--- config.mk ---
export PLATFORM = sky130hd
export DESIGN_NAME = button_menu
export DESIGN_NICKNAME = d
export VERILOG_FILES = /design/src/rtl/button_menu.sv
export SDC_FILE = /design/constraint.sdc
export NUM_CORES = 1
export LEC_CHECK = 0
export CORE_MARGIN = 2
export CORE_UTILIZATION = 55
export DETAILED_ROUTE_END_ITERATION = 12
export PLACE_DENSITY_LB_ADDON = 0.3
export SLEW_MARGIN = 20
export SYNTH_ARGS = -nofsm -noshare
export SYNTH_HDL_FRONTEND = slang
export SYNTH_SLANG_ARGS = --single-unit
export TNS_END_PERCENT = 30
--- constraint.sdc ---
create_clock -name clk -period 6.8 [get_ports clk]
set_input_delay 1.7 -clock clk [delete_from_list [all_inputs] [get_ports clk]]
set_output_delay 1.7 -clock clk [all_outputs]
set_load 0.005 [all_outputs]
--- src/rtl/button_menu.sv ---
// Five-button front-panel menu: synchronise, debounce and edge-detect L/R/U/D/S,
// then move a cursor over NSEL slots and step/toggle the selected slot.
module button_menu #(
    parameter int NSEL      = 4,
    parameter int OPT_W     = 2,
    parameter int DB_CYCLES = 500000,
    parameter int REP_DLY   = 25000000,
    parameter int REP_RATE  = 5000000,
    parameter int WRAP      = 1
) (
    input  logic                     clk,
    input  logic                     rst,
    input  logic                     btnL,
    input  logic                     btnR,
    input  logic                     btnU,
    input  logic                     btnD,
    input  logic                     btnS,
    output logic [NSEL*OPT_W-1:0]    options,
    output logic [NSEL-1:0]          en,
    output logic [$clog2(NSEL)-1:0]  sel,
    output logic                     evt
);

    localparam int SEL_W   = $clog2(NSEL);
    localparam int DB_W    = $clog2(DB_CYCLES);
    localparam int REP_MAX = (REP_DLY > REP_RATE) ? REP_DLY : REP_RATE;
    localparam int REP_W   = $clog2(REP_MAX + 1);

    localparam logic [DB_W-1:0]  DB_LAST   = DB_W'(DB_CYCLES - 1);
    localparam logic [REP_W-1:0] DLY_LOAD  = REP_W'(REP_DLY - 1);
    localparam logic [REP_W-1:0] RATE_LOAD = REP_W'(REP_RATE - 1);
    localparam logic [OPT_W-1:0] OPT_MAX   = '1;

    // Bit order everywhere: 0=L, 1=R, 2=U, 3=D, 4=S
    logic [4:0]       btnRaw;
    logic [4:0]       sync1, sync2;
    logic [4:0]       dbLevel, dbPrev;
    logic [4:0]       press, pulse;
    logic [DB_W-1:0]  dbCnt [5];
    logic [REP_W-1:0] repCnt [2];
    logic [1:0]       repFire;

    assign btnRaw = {btnS, btnD, btnU, btnR, btnL};
    assign press  = dbLevel & ~dbPrev;

    always_ff @(posedge clk or posedge rst) begin
        if (rst) begin
            sync1   <= '0;
            sync2   <= '0;
            dbLevel <= '0;
            dbPrev  <= '0;
            for (int i = 0; i < 5; i++) dbCnt[i] <= '0;
        end else begin
            sync1  <= btnRaw;
            sync2  <= sync1;
            dbPrev <= dbLevel;
            for (int i = 0; i < 5; i++) begin
                if (sync2[i] == dbLevel[i]) begin
                    dbCnt[i] <= '0;
                end else if (dbCnt[i] == DB_LAST) begin
                    dbLevel[i] <= sync2[i];
                    dbCnt[i]   <= '0;
                end else begin
                    dbCnt[i] <= dbCnt[i] + 1'b1;
                end
            end
        end
    end

    // Auto-repeat down-counters for U (0) and D (1); loaded on the press, fire at zero.
    always_comb begin
        repFire = '0;
        for (int j = 0; j < 2; j++)
            repFire[j] = dbLevel[j+2] & dbPrev[j+2] & (repCnt[j] == '0);
    end

    always_ff @(posedge clk or posedge rst) begin
        if (rst) begin
            for (int j = 0; j < 2; j++) repCnt[j] <= '0;
            pulse <= '0;
        end else begin
            for (int j = 0; j < 2; j++) begin
                if (!dbLevel[j+2])        repCnt[j] <= '0;
                else if (press[j+2])      repCnt[j] <= DLY_LOAD;
                else if (repFire[j])      repCnt[j] <= RATE_LOAD;
                else if (repCnt[j] != '0) repCnt[j] <= repCnt[j] - 1'b1;
            end
            pulse <= press | {1'b0, repFire, 2'b00};
        end
    end

    logic             pL, pR, pU, pD, pS;
    logic [OPT_W-1:0] curVal, nextVal;

    assign {pS, pD, pU, pR, pL} = pulse;
    assign curVal = options[sel*OPT_W +: OPT_W];

    always_comb begin
        nextVal = curVal;
        if (pU && !pD) begin
            if (WRAP != 0 || curVal != OPT_MAX) nextVal = curVal + 1'b1;
        end else if (pD && !pU) begin
            if (WRAP != 0 || curVal != '0) nextVal = curVal - 1'b1;
        end
    end

    // Value/enable actions address the pre-update sel; the cursor moves on the same edge.
    always_ff @(posedge clk or posedge rst) begin
        if (rst) begin
            options <= '0;
            en      <= '0;
            sel     <= '0;
            evt     <= 1'b0;
        end else begin
            evt <= (pL ^ pR) | (pU ^ pD) | pS;
            if (pL && !pR)      sel <= sel - SEL_W'(1);
            else if (pR && !pL) sel <= sel + SEL_W'(1);
            if (pU ^ pD) options[sel*OPT_W +: OPT_W] <= nextVal;
            if (pS)      en[sel] <= ~en[sel];
        end
    end

endmodule

==> qor.yml <==
outcome:
  run_status: "completed"
flow_run:
  maxCapViolCount: 0
worst_setup_path:
  cpLargestDelayFamily: "flip-flops"
  cp.required_ns: 5.10
  max_stage_delay_ns: 0.66
  worstSetupStartpointType: "flip-flop"
  crit_fanout: 13
  crit_buf_inv: 1
  cp-end-kind: "output pin"
  cp_cell_sequence: "clkdlybuf4s50_1"
  arrival_ns: 1.70
  path_class: "flip-flop to output pin"
  cp_slowest_cell: "dfrtp_1"
cts:
  cts_buffer_depth: 2
  h-tree-depth: 4
  hold_buffers: 0
  cts_tree: "done"
  cts_buffers: 17
  clk_latency_ns: 0.44
  post_cts_buffers: 0
  clk_pin_slew_ns: 0.06
  post_cts_resized: 0
  cts_root_buffer: "clkbuf_16"
  cts.sinks: 185
floorplan:
  core_area_um2: 15800
  die_h_um: 131
  initial_core_util_pct: 56.0
  die_x_um: 131
  io_pins: 22
  rows: 46
  dieArea_um2: 17100
global_routing:
  grt.overflow.total: 0
  grt_pass1_vias: 5752
  grt_util_all_layers_pct: 19.5
  grt_pass1_wl_um: 26500
  grt_max_degree: 137
  antenna_found_initial: 0
min_path:
  min_path_type: "flip-flop to flip-flop"
route:
  wl_per_cell_um: 13.6
  finalWirelength_um: 15200
  via_count: 6005
  postRouteAntennaNets: 0
  dr.pass1.iters: 5
  drcViolationCount: 0
  drtIter0Drc: 334
  via_per_inst: 5.38
place:
  gp_congestion: 0.806
  dp_hpwl_um: 9830
  portBuffers: 21
  post-place-ws_ns: 3.21
logic_synthesis:
  synth_area_um2: 8820
  synth.avg_cell_area_um2: 10.1
  synth-seq-area-share_pct: 52.5
  yosys.area.top_type_share_pct: 52.5
  synthesis.nets: 896
  async_flop_share_pct: 100
  synth_cell_types: 50
  yosys_register_bits: 185
  synth-edff-count: 0
  netlist_instances: 872
  yosys-top-cells-area: "dfrtp_1 52%, xnor2_1 6.7%, xor2_1 6.5%, nor2_1 6.3%, nand3_1 2.8%"
  synth_flop_cell: "dfrtp_1"
  yosys.area.top_type: "dfrtp_1"
  yosysWarnings: 0
power:
  power_density_nw_per_um2: 218
  leakage_uw: 0.00448
  irDropWorstVdd_v: 0.000200
layout:
  drive_gt1_share_pct: 5.78
  final_cell_mix: "185 x dfrtp_1, 149 x nor2_1, 68 x xnor2_1"
  nNetsFinal: 911
  area.growth.synth_to_final_pct: 11.0
  final_common_cell: "dfrtp_1"
  antenna_cells: 0
  nFillCells: 1317
timing:
  fmax_mhz: 294
  min_period_over_period_pct: 49.9
  clock_skew_ns: 0.00593
  finalSetupViolations: 0
  fin_ws_ns: 3.40
  finalMaxSlewViolations: 0
  worstMarginPinSlew_ns: 0.907
  grt_setup_unrepaired: "false"
  layout_min_cycle_time_ns: 3.40
  finalSetupTns_ns: 0
  hold_viol: 0
  maxSlewHeadroom_pct: 39.5
-- final timing paths --
| check | cells after the start | startpoint | slack (ns) | endpoint |
|---|---|---|---|---|
| worst max-delay path | 1 | sel[0] | 3.40 | sel[0] |
| worst min-delay path | 0 | sync1[2] | 0.34 | sync2[2] |
| worst max register to register | 6 | repCnt[0] | 4.28 | repCnt[20] |
| worst min register to register | 0 | sync1[2] | 0.34 | sync2[2] |
| max in group asynchronous | 3 | rst | 3.79 | dbCnt[56] |
| min in group asynchronous | 2 | rst | 1.87 | dbCnt[34] |
-- synthesized netlist by cell type (7+ instances only) --
master	count
nor2b_1	10
clkbuf_1	21
ha_1	17
xnor2_1	68
xor2_1	65
inv_1	28
dfrtp_1	185
and3_1	16
nand3_1	49
or3_1	7
nand2_1	50
nor4_1	26
o21ai_0	11
and4_1	9
nand2b_1	9
nand4_1	20
nor2_1	149
nor3_1	19
a21oi_1	29
a21boi_0	13
-- registers in the layout, summed over array words and instances (netlist names) --
register / count
sync2: 5
en: 4
evt: 1
sel: 2
pulse: 5
dbPrev: 5
repCnt: 50
dbCnt: 95
options: 8
dbLevel: 5
sync1: 5
-- power breakdown --
group / internal [uW] / switching [uW] / total (uW)
Combinational: 12.7 / 36.4 / 49.0
Clock: 554 / 410 / 964
Sequential: 1110 / 9.05 / 1120
Total: 1680 / 456 / 2130
-- cell type report --
class | count | area [um^2] | area share (%)
clock buffers | 23 | 498 | 5.09
clock inverters | 9 | 88.8 | 0.907
inverters | 29 | 116 | 1.19
multi-input cells | 632 | 3970 | 40.5
flip-flops and latches | 185 | 4630 | 47.3
well taps | 216 | 270 | 2.76
repair buffers | 22 | 218 | 2.22
-- per-layer routing --
| metal | part of all wire [%] | GRT usage, % |
|---|---|---|
| met1 | 49 | 27.0 |
| met2 | 46 | 30.1 |
| met3 | 3.5 | 4.64 |
| met4 | 1.7 | 7.07 |
| met5 | 0 | 0 |
-- cells by family (layout without fill, tap and decap cells) --
kind of cell / count (synthesis) / after routing / share of synthesized area (%)
and+or+nand+nor: 401 / 401 / 23.0
adders and majority gates: 17 / 17 / 2.41
xor gates and xnor gates: 133 / 133 / 13.2
DFF: 185 / 185 / 52.5
muxes: 11 / 11 / 1.60
buffers and inverters: 55 / 83 / 2.54
AOI/OAI and AO/OA: 70 / 70 / 4.81
-- stage by stage --
| step | total power [uW] | util [%] | hold slack [ns] | std cells | cell area [um^2] |
|---|---|---|---|---|---|
| finish | 2130 | 62.1 | 0.343 | 1116 | 9790 |
| global route | 2210 | 62.1 | 0.354 | 1116 | 9790 |
| CTS | 2160 | 62.1 | 0.343 | 1116 | 9790 |
| detailed placement | 1190 | 58.4 | 0.337 | 1084 | 9200 |
| global placement | 1190 | 58.4 | 0.337 | 1084 | 9200 |
| floorplan | 1180 | - | 0.331 | 872 | 8820 |
Power figures use the tool's default switching activity.
